==> src/rtl/keypad_lock_ctrl.sv <==
// Keypad door-lock controller: buffered code entry, retry lockout,
// idle auto-relock and in-field code programming.
module keypad_lock_ctrl #(
  parameter int DIGIT_W     = 4,
  parameter int CODE_LEN    = 4,
  parameter int MAX_TRIES   = 3,
  parameter int LOCKOUT_CYC = 16,
  parameter int RELOCK_CYC  = 32,
  parameter logic [CODE_LEN*DIGIT_W-1:0] DEFAULT_CODE = 16'h1234
) (
  input  logic               clk,
  input  logic               reset,
  input  logic               digit_valid,
  input  logic [DIGIT_W-1:0] digit,
  input  logic               enter,
  input  logic               clear,
  input  logic               lock_cmd,
  input  logic               prog_en,
  output logic               unlocked,
  output logic               lockout,
  output logic               prog_mode,
  output logic               code_updated,
  output logic [3:0]         fail_cnt,
  output logic [3:0]         digit_cnt
);
  localparam int CODE_W = CODE_LEN * DIGIT_W;
  localparam int LO_W   = $clog2(LOCKOUT_CYC + 1);
  localparam int RL_W   = $clog2(RELOCK_CYC + 1);
  localparam logic [3:0]      LEN_C   = 4'(CODE_LEN);
  localparam logic [3:0]      OVF_C   = 4'(CODE_LEN + 1);
  localparam logic [3:0]      TRIES_C = 4'(MAX_TRIES);
  localparam logic [LO_W-1:0] LO_LOAD = LO_W'(LOCKOUT_CYC);
  localparam logic [RL_W-1:0] RL_LOAD = RL_W'(RELOCK_CYC);

  typedef enum logic [1:0] {S_LOCKED, S_UNLOCKED, S_LOCKOUT, S_PROGRAM} state_e;

  state_e            state_q, state_d;
  logic [CODE_W-1:0] code_q, code_d;
  logic [CODE_W-1:0] buf_q, buf_d;
  logic [3:0]        cnt_q, cnt_d;
  logic [3:0]        fail_q, fail_d;
  logic [RL_W-1:0]   rl_q, rl_d;
  logic [LO_W-1:0]   lo_q, lo_d;
  logic              unlocked_q, unlocked_d;
  logic              lockout_q, lockout_d;
  logic              prog_q, prog_d;
  logic              upd_q, upd_d;

  logic [CODE_W-1:0] sh_buf;
  logic [3:0]        sh_cnt, fail_inc;
  logic              code_ok, to_locked;

  // Digits beyond CODE_LEN only flag overflow; the buffer keeps the first CODE_LEN.
  always_comb begin
    if (cnt_q < LEN_C) begin
      sh_buf = (buf_q << DIGIT_W) | CODE_W'(digit);
      sh_cnt = cnt_q + 4'd1;
    end else begin
      sh_buf = buf_q;
      sh_cnt = OVF_C;
    end
  end

  assign code_ok  = (cnt_q == LEN_C) && (buf_q == code_q);
  assign fail_inc = fail_q + 4'd1;

  always_comb begin
    state_d   = state_q;
    code_d    = code_q;
    buf_d     = buf_q;
    cnt_d     = cnt_q;
    fail_d    = fail_q;
    rl_d      = rl_q;
    lo_d      = lo_q;
    upd_d     = 1'b0;
    to_locked = 1'b0;
    case (state_q)
      S_LOCKED: begin
        // lock_cmd has no effect here but still masks the lower-priority events
        if (!lock_cmd) begin
          if (clear) begin
            buf_d = '0;
            cnt_d = '0;
          end else if (enter) begin
            buf_d = '0;
            cnt_d = '0;
            if (code_ok) begin
              state_d = S_UNLOCKED;
              fail_d  = '0;
              rl_d    = RL_LOAD;
            end else begin
              fail_d = fail_inc;
              if (fail_inc == TRIES_C) begin
                state_d = S_LOCKOUT;
                lo_d    = LO_LOAD;
              end
            end
          end else if (digit_valid) begin
            buf_d = sh_buf;
            cnt_d = sh_cnt;
          end
        end
      end
      S_UNLOCKED: begin
        if (lock_cmd) begin
          to_locked = 1'b1;
        end else if (!clear && (enter || digit_valid)) begin
          rl_d = RL_LOAD;
        end else if (!clear && prog_en) begin
          state_d = S_PROGRAM;
          buf_d   = '0;
          cnt_d   = '0;
          rl_d    = RL_LOAD;
        end else if (rl_q <= RL_W'(1)) begin
          to_locked = 1'b1;
        end else begin
          rl_d = rl_q - RL_W'(1);
        end
      end
      S_LOCKOUT: begin
        if (lo_q <= LO_W'(1)) begin
          state_d = S_LOCKED;
          fail_d  = '0;
          lo_d    = '0;
        end else begin
          lo_d = lo_q - LO_W'(1);
        end
      end
      S_PROGRAM: begin
        if (lock_cmd) begin
          to_locked = 1'b1;
        end else if (clear) begin
          buf_d = '0;
          cnt_d = '0;
        end else if (enter) begin
          if (cnt_q == LEN_C) begin
            code_d = buf_q;
            upd_d  = 1'b1;
          end
          state_d = S_UNLOCKED;
          buf_d   = '0;
          cnt_d   = '0;
          rl_d    = RL_LOAD;
        end else if (digit_valid) begin
          buf_d = sh_buf;
          cnt_d = sh_cnt;
        end
      end
      default: to_locked = 1'b1;
    endcase
    if (to_locked) begin
      state_d = S_LOCKED;
      buf_d   = '0;
      cnt_d   = '0;
      rl_d    = '0;
    end
    unlocked_d = (state_d == S_UNLOCKED) || (state_d == S_PROGRAM);
    lockout_d  = (state_d == S_LOCKOUT);
    prog_d     = (state_d == S_PROGRAM);
  end

  always_ff @(posedge clk or posedge reset) begin
    if (reset) begin
      state_q    <= S_LOCKED;
      code_q     <= DEFAULT_CODE;
      buf_q      <= '0;
      cnt_q      <= '0;
      fail_q     <= '0;
      rl_q       <= '0;
      lo_q       <= '0;
      unlocked_q <= 1'b0;
      lockout_q  <= 1'b0;
      prog_q     <= 1'b0;
      upd_q      <= 1'b0;
    end else begin
      state_q    <= state_d;
      code_q     <= code_d;
      buf_q      <= buf_d;
      cnt_q      <= cnt_d;
      fail_q     <= fail_d;
      rl_q       <= rl_d;
      lo_q       <= lo_d;
      unlocked_q <= unlocked_d;
      lockout_q  <= lockout_d;
      prog_q     <= prog_d;
      upd_q      <= upd_d;
    end
  end

  assign unlocked     = unlocked_q;
  assign lockout      = lockout_q;
  assign prog_mode    = prog_q;
  assign code_updated = upd_q;
  assign fail_cnt     = fail_q;
  assign digit_cnt    = cnt_q;
endmodule

==> config.mk <==
export PLATFORM = sky130hd
export DESIGN_NAME = keypad_lock_ctrl
export DESIGN_NICKNAME = d
export VERILOG_FILES = /design/src/rtl/keypad_lock_ctrl.sv
export SDC_FILE = /design/constraint.sdc
export NUM_CORES = 1
export LEC_CHECK = 0
export CAP_MARGIN = 20
export CORE_MARGIN = 4
export CORE_UTILIZATION = 61
export CTS_BUF_LIST = sky130_fd_sc_hd__clkbuf_8
export CTS_CLUSTER_DIAMETER = 30
export DETAILED_ROUTE_END_ITERATION = 7
export PLACE_DENSITY_LB_ADDON = 0.25
export SLEW_MARGIN = 20
export SYNTH_ARGS = -nofsm -noshare
export SYNTH_HDL_FRONTEND = slang
export SYNTH_SLANG_ARGS = --single-unit
export TNS_END_PERCENT = 1
==> constraint.sdc <==
create_clock -name clk -period 2.7 [get_ports clk]
set_clock_uncertainty 0.05 [all_clocks]
set_input_delay 0.54 -clock clk [delete_from_list [all_inputs] [get_ports clk]]
set_output_delay 0.54 -clock clk [all_outputs]
set_load 0.02 [all_outputs]
==> flow_summary_export.csv, run 1 <==
group,metric,value,unit
status,status,"complete, no violations",
power_and_ir_drop,pwr-share-comb,45.3,%
worst_setup_path,critical_path_class,"register to register",
finish,n_fill_cell,362,
min_path,hp-class,"register to register",
timing,max_slew_margin,64.5,%
die,die_y,79.3,um
route,drt-total-wl,6190,um
finish,drive_above_1_share,16.2,%
power_and_ir_drop,internal-power,0.00183,W
timing,period_share,93.9,%
worst_setup_path,worst-path-max-fanout,10,
clock_tree,h-tree-depth,2,
die,dieArea,6280,um2
die,rows,25,
route,wire_per_inst,14.8,um
global_route,grt_antenna_before_repair,0,
clock_tree,cts_max_path_buffers,2,
global_route,grt_max_degree,38,
place,gp_congestion,0.923,
finish,final-seq-area,1410,um2
die,core-area,4820,um2
global_route,gr-usage-all-layers,21.7,%
timing,finalHoldViolCount,0,
route,routed-via-count,2427,
route,drc,0,
power_and_ir_drop,power_density,853,nW/um2
power_and_ir_drop,p_sw,0.00124,W
worst_setup_path,worstPathArrival,2.68,ns
clock_tree,ctsHoldBuffers,0,
worst_setup_path,r2r_start,"state_q[1]",
flow_run,maxCapViolations,0,
yosys,yosys_warnings,0,
power_and_ir_drop,p_leak,1.59,nW
route,ant_nets,0,
timing,fin_setup_tns,0,ns
worst_setup_path,cp_cell_sequence,"inv_1 -> ha_1 -> or3_1 -> a31oi_1 -> o31a_2 -> nand2_2 -> or2_1 -> mux2_4",
yosys,synth_top_area_share,41.2,%
yosys,synth_flop_cell,"dfrtp_1",
die,start_util,64.3,%
power_and_ir_drop,p_clk_share,18.0,%
global_route,grt_pass1_vias,2324,
global_route,overflow,0,
die,num_io_pins,23,
finish,layout_commonest_cell,"dfrtp_1",
clock_tree,clkSlewWorstSetupHoldPaths,0.10,ns
worst_setup_path,r2r-end,"rl_q[0]",
finish,post-route-util,74.7,%
die,die_w,79.3,um
timing,worst-slew-pin-transition,0.527,ns
route,initialDrtViolationCount,132,
yosys,synth_edf_count,0,
worst_setup_path,cp-end-kind,"register",
yosys,async_flop_share,100,%
route,dr_wl_met3,275,um
finish,area_growth,16.2,%
clock_tree,cts_resized,0,
worst_setup_path,required,2.85,ns
min_path,holdPathStages,2,
worst_setup_path,crit_start,"state_q[1]",
yosys,ys_top_cells_by_area,"dfrtp_1 41%, mux2_2 5.8%, nand2_1 5.5%",
yosys,synth_seq_area_share,45.4,%
yosys,syn_inst,320,
worst_setup_path,start_kind,"register",
finish,nNetsFinal,375,
worst_setup_path,cp_top_family,"simple AND/OR/NAND/NOR gates",
worst_setup_path,critPathMaxStageDelay,0.41,ns
clock_tree,cts_buffers,5,
route,wl_met1,2920,um
power_and_ir_drop,swShare,40.5,%
power_and_ir_drop,p_seq_share,36.7,%
finish,diodes,0,
worst_setup_path,crit_slowest_cell,"dfrtp_1",
min_path,holdPathEnd,"rl_q[4]",
finish,final_cell_mix,"51 x dfrtp_1, 45 x nand2_1, 29 x o21ai_0",
yosys,synthDistinctLibCells,54,
place,place_hpwl,4460,um
worst_setup_path,cp_num_buf_inv,1,
yosys,syn-mean-instance-area,9.68,um2
yosys,synth_area,3100,um2
timing,setup_violations,0,
place,io_buffers,22,
worst_setup_path,reg2reg_slack,0.16,ns
route,drtPass1Iterations,5,
route,top_layer_used,"met4",
timing,period_needed,2.54,ns
worst_setup_path,r2r_cells,8,
timing,max_freq,394,MHz
timing,rsz0062_at_grt,"false",
route,wl_met2,2940,um
min_path,min_from,"rl_q[4]",
yosys,synth_top_area_cell,"dfrtp_1",
clock_tree,insertion_delay,0.31,ns
yosys,ys_ff_latch,56,
yosys,syn-num-nets,344,
route,routed_via_density,5.79,
clock_tree,cts_tree,"built",
timing,final_max_slew_viol_count,0,
global_route,grt_pass1_wl,10800,um
clock_tree,clockRootBuffer,"clkbuf_8",
clock_tree,post_cts_buffers,0,
clock_tree,clock_sinks,56,
power_and_ir_drop,peakVddDrop,0.595,mV
finish,multi_input_area,1590,um2
[cells in the mapped netlist, drive strengths merged (2+ instances only)]
cell    instances
buf             2
a221oi          2
nor2b           8
dfstp           5
nand3          10
o21ai          30
dfrtp          51
xnor2          16
inv            14
a211oi          2
o21a            2
a21oi           6
ha             13
mux2           17
a31oi           4
clkbuf         11
o211ai          3
a21o            5
nand2          46
nor3b           2
nand4           4
o31ai           9
nand2b          2
nor3           12
nor2           16
or3             6
nand3b          2
[final cells by class]
cell class	instances	share of cell area, %
clock buffer	5	1.91
clock inverter	3	1.18
inverter	14	1.46
multi-input combinational	237	44.1
sequential	56	39.1
tap	67	2.33
timing repair buffer	37	9.94
[worst register-to-register path, delay by kind of cell, from the launching register on]
| family | cells | cell delay [ns] |
|---|---|---|
| adders and majority gates | 1 | 0.31 |
| DFF | 1 | 0.41 |
| AOI/OAI and AO/OA | 2 | 0.39 |
| and+or+nand+nor | 3 | 0.82 |
| buffers and inverters | 1 | 0.11 |
| muxes | 1 | 0.33 |
[power by group through the flow]
stage / Clock, W / Combinational (W) / Sequential [W]
after global routing: 0.000605 / 0.00155 / 0.00115
after floorplan: 0 / 0.000928 / 0.00115
final: 0.000553 / 0.00139 / 0.00113
after detailed placement: 0 / 0.00136 / 0.00114
after global placement: 0 / 0.00132 / 0.00113
after CTS: 0.000568 / 0.00138 / 0.00112
[per-layer routing]
| metal | GRT usage [%] | up-vias |
|---|---|---|
| met5 | 0 | - |
| met4 | 5.84 | 0 |
| met3 | 4.54 | 5 |
| met2 | 34.6 | 61 |
| met1 | 30.3 | 1168 |
| li1 | - | 1193 |
[through the flow]
stage / total power [W] / std cells / cell area (um2) / hold slack (ns) / worst slack, ns
6_report: 0.00307 / 419 / 3600 / 0.468 / 0.164
5_1_grt: 0.00330 / 419 / 3600 / 0.504 / 0.0781
3_3_place_gp: 0.00246 / 411 / 3490 / 0.451 / 0.100
4_1_cts: 0.00307 / 419 / 3600 / 0.473 / 0.198
3_5_place_dp: 0.00250 / 411 / 3490 / 0.453 / 0.00386
2_1_floorplan: 0.00208 / 320 / 3100 / 0.430 / 0.230
[sequential cells by signal (all words and copies together), names as in the netlist]
signal / cells
state_q: 2
digit_cnt: 4
buf_q: 16
code_updated: 1
prog_mode: 1
rl_q: 6
fail_cnt: 4
lockout: 1
lo_q: 5
code_q: 16
[worst max-delay path by stage]
stage / to / cells past startpoint
4_1_cts: rl_q[0] / 8
3_5_place_dp: rl_q[0] / 7
6_report: rl_q[0] / 8
2_1_floorplan: buf_q[0] / 8
3_3_place_gp: rl_q[0] / 7
5_1_grt: rl_q[1] / 8
[cell families (layout without fill, tap and decap cells)]
kind of cell / count (synthesis) / after routing / synth area share, %
simple gates: 114 / 114 / 18.1
compound gates: 77 / 77 / 16.8
flops: 56 / 56 / 45.4
buf+inv: 27 / 59 / 3.51
mux: 17 / 17 / 6.30
xor+xnor: 16 / 16 / 4.52
fa+ha+maj: 13 / 13 / 5.25
No activity file was read; power rests on OpenSTA's default activity.
==> run 2, diff against run 1 <==
--- a/config.mk
+++ b/config.mk
@@ -11,7 +11,7 @@
 export CTS_BUF_LIST = sky130_fd_sc_hd__clkbuf_8
 export CTS_CLUSTER_DIAMETER = 30
 export DETAILED_ROUTE_END_ITERATION = 7
-export PLACE_DENSITY_LB_ADDON = 0.25
+export PLACE_DENSITY = 0.87
 export SLEW_MARGIN = 20
 export SYNTH_ARGS = -nofsm -noshare
 export SYNTH_HDL_FRONTEND = slang
==> run 2 against run 1 <==
Compared with the run above: clock-buffer cell count unchanged; design area up 0.31%; global-route usage up 1.5 points; routed wire length up 5.3%; first-iteration DRC count up 37%; non-clock buffer count up 6.
==> flow_summary_export.csv, run 2 (synthesized netlist as in run 1, its figures left out) <==
group,metric,value,unit
power_and_ir_drop,pwr-share-comb,48.2,%
finish,final_cells,425,
route,initialDrtViolationCount,181,
global_route,grt_pass1_wl,11600,um
route,drtPass1Iterations,5,
timing,final_max_slew_viol_count,0,
worst_setup_path,critical_path_class,"register to register",
power_and_ir_drop,p_leak,1.60,nW
route,ant_nets,0,
route,drc,0,
status,status,"complete, no violations",
finish,nNetsFinal,381,
clock_tree,cts_buffers,5,
finish,diodes,0,
worst_setup_path,r2r-end,"rl_q[4]",
clock_tree,ctsHoldBuffers,0,
place,gp_congestion,0.914,
timing,layout_setup_ws,0.152,ns
die,die_y,79.3,um
die,core-area,4820,um2
route,routed_via_density,5.92,
clock_tree,clock_sinks,56,
die,start_util,64.3,%
clock_tree,clkSlewWorstSetupHoldPaths,0.11,ns
timing,fin_setup_tns,0,ns
power_and_ir_drop,internal-power,0.00180,W
clock_tree,cts_max_path_buffers,2,
timing,max_slew_margin,67.2,%
power_and_ir_drop,power.total,0.00308,W
clock_tree,clockRootBuffer,"clkbuf_8",
die,num_io_pins,23,
timing,rsz0062_at_grt,"false",
route,wire_per_inst,15.3,um
global_route,grt_pass1_vias,2561,
timing,finalHoldViolCount,0,
worst_setup_path,required,2.87,ns
route,drt-total-wl,6520,um
timing,max_freq,393,MHz
power_and_ir_drop,swShare,41.5,%
worst_setup_path,worstPathArrival,2.71,ns
global_route,gr-usage-all-layers,23.2,%
timing,period_share,94.4,%
finish,layout_commonest_cell,"dfrtp_1",
power_and_ir_drop,p_seq_share,36.7,%
clock_tree,post_cts_buffers,0,
place,post-place-ws,0.00871,ns
flow_run,maxCapViolations,0,
finish,post-route-util,75.0,%
worst_setup_path,r2r_cells,9,
timing,period_needed,2.55,ns
die,dieArea,6280,um2
timing,worst-slew-pin-transition,0.488,ns
place,place_hpwl,4720,um
power_and_ir_drop,power_density,853,nW/um2
place,io_buffers,22,
power_and_ir_drop,p_clk_share,15.1,%
worst_setup_path,start_kind,"register",
power_and_ir_drop,p_sw,0.00128,W
worst_setup_path,cp-end-kind,"register",
die,die_w,79.3,um
clock_tree,cts_tree,"built",
global_route,grt_max_degree,35,
place,place_inst,417,
clock_tree,cts_resized,0,
worst_setup_path,worst-path-max-fanout,10,
min_path,hp-class,"primary input to asynchronous set/reset pin",
die,rows,25,
global_route,overflow,0,
timing,setup_violations,0,
finish,reg_top3,"buf_q (16), code_q (16), rl_q (6)",
route,routed-via-count,2517,
finish,final_cell_mix,"51 x dfrtp_1, 45 x nand2_1, 29 x o21ai_0",
finish,area_growth,16.6,%
finish,drive_above_1_share,17.9,%
worst_setup_path,r2r_start,"state_q[1]",
worst_setup_path,reg2reg_slack,0.15,ns
global_route,grt_antenna_before_repair,0,
power_and_ir_drop,peakVddDrop,0.688,mV
clock_tree,insertion_delay,0.31,ns
clock_tree,h-tree-depth,2,
-- run 2: changes by cell type in the layout (fill, tap and decap cells not counted) --
| cell | delta |
|---|---|
| buf_4 | +7 |
| buf_12 | -1 |
| bufinv_16 | -1 |
| clkinv_2 | +1 |
| clkinvlp_4 | +1 |
| inv_1 | -1 |
-- run 2: power by group through the flow --
stage,Clock (W),Sequential [W],Combinational (W)
after CTS,0.000475,0.00113,0.00147
after detailed placement,0,0.00114,0.00146
after global routing,0.000514,0.00115,0.00165
after global placement,0,0.00113,0.00141
final,0.000466,0.00113,0.00149
after floorplan,0,0.00115,0.000928
-- run 2: worst max-delay path by stage --
stage | startpoint | to | slack, ns | depth (start not counted)
final | state_q[1] | rl_q[4] | 0.15 | 9
after global routing | state_q[1] | rl_q[3] | 0.02 | 9
after CTS | state_q[1] | rl_q[5] | 0.19 | 9
after detailed placement | enter | rl_q[3] | 0.009 | 8
after global placement | enter | rl_q[5] | 0.17 | 8
after floorplan | state_q[0] | buf_q[0] | 0.23 | 8
-- run 2: cell type report --
cell class / instances / area [um2]
clock buffer: 5 / 68.8
tap: 67 / 83.8
timing repair buffer: 43 / 390
clock inverter: 3 / 21.3
inverter: 14 / 52.6
sequential: 56 / 1410
fill: 343 / 1210
multi-input combinational: 237 / 1590
-- run 2: worst max-delay path, stage by stage, from the launching register on --
cell and delay [ns]:
dfrtp_1 0.42, inv_1 0.12, ha_1 0.32, or3_1 0.39
a31oi_1 0.18, o31a_2 0.22, nand2_2 0.06, or2_1 0.29
buf_4 0.16, o31ai_1 0.23
-- run 2: per-stage QoR --
stage,area (um2),hold slack (ns)
2_1_floorplan,3100,0.430
3_3_place_gp,3520,0.451
3_5_place_dp,3520,0.467
4_1_cts,3610,0.490
5_1_grt,3610,0.518
6_report,3610,0.486
-- run 2: routing by layer --
metal / track usage, % / part of all wire, % / vias to the layer above
li1: - / - / 1201
met1: 30.7 / 45 / 1214
met2: 38.6 / 47 / 91
met3: 3.85 / 5.3 / 11
met4: 8.25 / 1.9 / 0
met5: 0 / 0 / -
==> run 3, diff against run 2 <==
--- a/config.mk
+++ b/config.mk
@@ -5,12 +5,13 @@
 export SDC_FILE = /design/constraint.sdc
 export NUM_CORES = 1
 export LEC_CHECK = 0
-export CAP_MARGIN = 20
+export CAP_MARGIN = 40
 export CORE_MARGIN = 4
 export CORE_UTILIZATION = 61
 export CTS_BUF_LIST = sky130_fd_sc_hd__clkbuf_8
 export CTS_CLUSTER_DIAMETER = 30
 export DETAILED_ROUTE_END_ITERATION = 7
+export MAX_ROUTING_LAYER = met4
 export PLACE_DENSITY = 0.87
 export SLEW_MARGIN = 20
 export SYNTH_ARGS = -nofsm -noshare
==> run 3 against run 2 <==
Compared with the run above: sequential share of layout area unchanged; die area unchanged; via count rose by 0.52%; clock power grew 0.9%; utilization stayed put; combinational power about the same; routed wire length is essentially flat.
==> flow_summary_export.csv, run 3 (synthesized netlist as in run 1, its figures left out) <==
group,metric,value,unit
die,core-area,4820,um2
power_and_ir_drop,p_leak,1.60,nW
timing,max_freq,394,MHz
finish,final-seq-area,1410,um2
global_route,grt_max_degree,35,
global_route,gr-usage-all-layers,23.9,%
place,post-place-ws,0.00871,ns
worst_setup_path,required,2.85,ns
die,die_y,79.3,um
place,io_buffers,22,
die,num_io_pins,23,
global_route,overflow,0,
flow_run,maxCapViolations,0,
place,place_hpwl,4720,um
worst_setup_path,start_kind,"register",
route,routed-via-count,2530,
finish,area_growth,16.6,%
finish,reg_top3,"buf_q (16), code_q (16), rl_q (6)",
clock_tree,clock_sinks,56,
finish,drive_above_1_share,17.9,%
finish,multi_input_area,1590,um2
worst_setup_path,cp-end-kind,"register",
clock_tree,clkSlewWorstSetupHoldPaths,0.11,ns
timing,worst-slew-pin-transition,0.488,ns
global_route,grt_pass1_wl,11700,um
finish,diodes,0,
worst_setup_path,critical_path_class,"register to register",
clock_tree,cts_buffers,5,
timing,period_needed,2.54,ns
route,ant_nets,0,
finish,nNetsFinal,381,
clock_tree,ctsHoldBuffers,0,
timing,rsz0062_at_grt,"false",
clock_tree,cts_max_path_buffers,2,
global_route,grt_antenna_before_repair,0,
die,die_w,79.3,um
timing,layout_setup_ws,0.163,ns
clock_tree,h-tree-depth,2,
timing,fin_setup_tns,0,ns
worst_setup_path,worstPathArrival,2.69,ns
timing,finalHoldViolCount,0,
status,status,"complete, no violations",
finish,layout_commonest_cell,"dfrtp_1",
finish,n_fill_cell,343,
clock_tree,post_cts_buffers,0,
clock_tree,cts_tree,"built",
clock_tree,clockRootBuffer,"clkbuf_8",
timing,period_share,94.0,%
die,dieArea,6280,um2
route,drt-total-wl,6510,um
timing,setup_violations,0,
worst_setup_path,worst-path-max-fanout,10,
route,routed_via_density,5.95,
global_route,grt_pass1_vias,2560,
route,drtPass1Iterations,5,
route,drc,0,
place,place_area,3520,um2
clock_tree,cts_resized,0,
finish,design_area,3610,um2
power_and_ir_drop,power_density,855,nW/um2
finish,final_cell_mix,"51 x dfrtp_1, 45 x nand2_1, 29 x o21ai_0",
route,initialDrtViolationCount,196,
route,wire_per_inst,15.3,um
timing,final_max_slew_viol_count,0,
min_path,hp-class,"primary input to asynchronous set/reset pin",
power_and_ir_drop,peakVddDrop,0.694,mV
clock_tree,insertion_delay,0.31,ns
die,start_util,64.3,%
timing,max_slew_margin,67.2,%
die,rows,25,
place,gp_congestion,0.929,
-- run 3: cell counts in the layout (fill, tap and decap cells not counted) --
Identical to the previous run, type by type.
-- run 3: final cells by class --
cell class,count,share of cell area (%)
Inverter,14,1.46
Clock inverter,3,0.589
Sequential cell,56,39.0
Multi-Input combinational cell,237,43.9
Timing Repair Buffer,43,10.8
Clock buffer,5,1.91
Tap cell,67,2.32
-- run 3: per-stage QoR --
stage               power (W)  hold slack, ns  utilization [%]  instances
floorplan             0.00208           0.430                -        320
global placement      0.00254           0.451             73.1        417
detailed placement    0.00259           0.467             73.1        417
CTS                   0.00307           0.490             75.0        425
global route          0.00332           0.518             75.0        425
finish                0.00309           0.487             75.0        425
-- run 3: report_power, final --
| part | leakage (nW) | internal [W] | switching (W) |
|---|---|---|---|
| clock | 0.0445 | 0.000185 | 0.000285 |
| sequential | 0.737 | 0.000964 | 0.000166 |
| combinational | 0.820 | 0.000653 | 0.000835 |
-- run 3: path summary, 6_finish.rpt --
path / from / endpoint / slack (ns) / cells past startpoint
max: state_q[1] / rl_q[5] / 0.16 / 9
min: reset / code_updated / 0.49 / 2
max reg2reg: state_q[1] / rl_q[5] / 0.16 / 9
min reg2reg: code_q[11] / code_q[11] / 0.49 / 1
max in group asynchronous: reset / code_q[4] / 1.42 / 3
min in group clk: code_q[11] / code_q[11] / 0.49 / 1
-- run 3: worst max-delay path, cell delays in order, from the launching register on --
cell	delay, ns
dfrtp_1	0.42
inv_1	0.12
ha_1	0.32
or3_1	0.39
a31oi_1	0.18
o31a_2	0.22
nand2_2	0.06
or2_1	0.29
buf_4	0.16
o211a_1	0.22
-- run 3: per-layer routing --
metal	track usage (%)	wire length (um)	up-vias
met5	-	0	-
met4	8.25	119	0
met3	3.74	346	11
met2	38.6	3120	92
met1	30.7	2930	1224
li1	-	-	1203
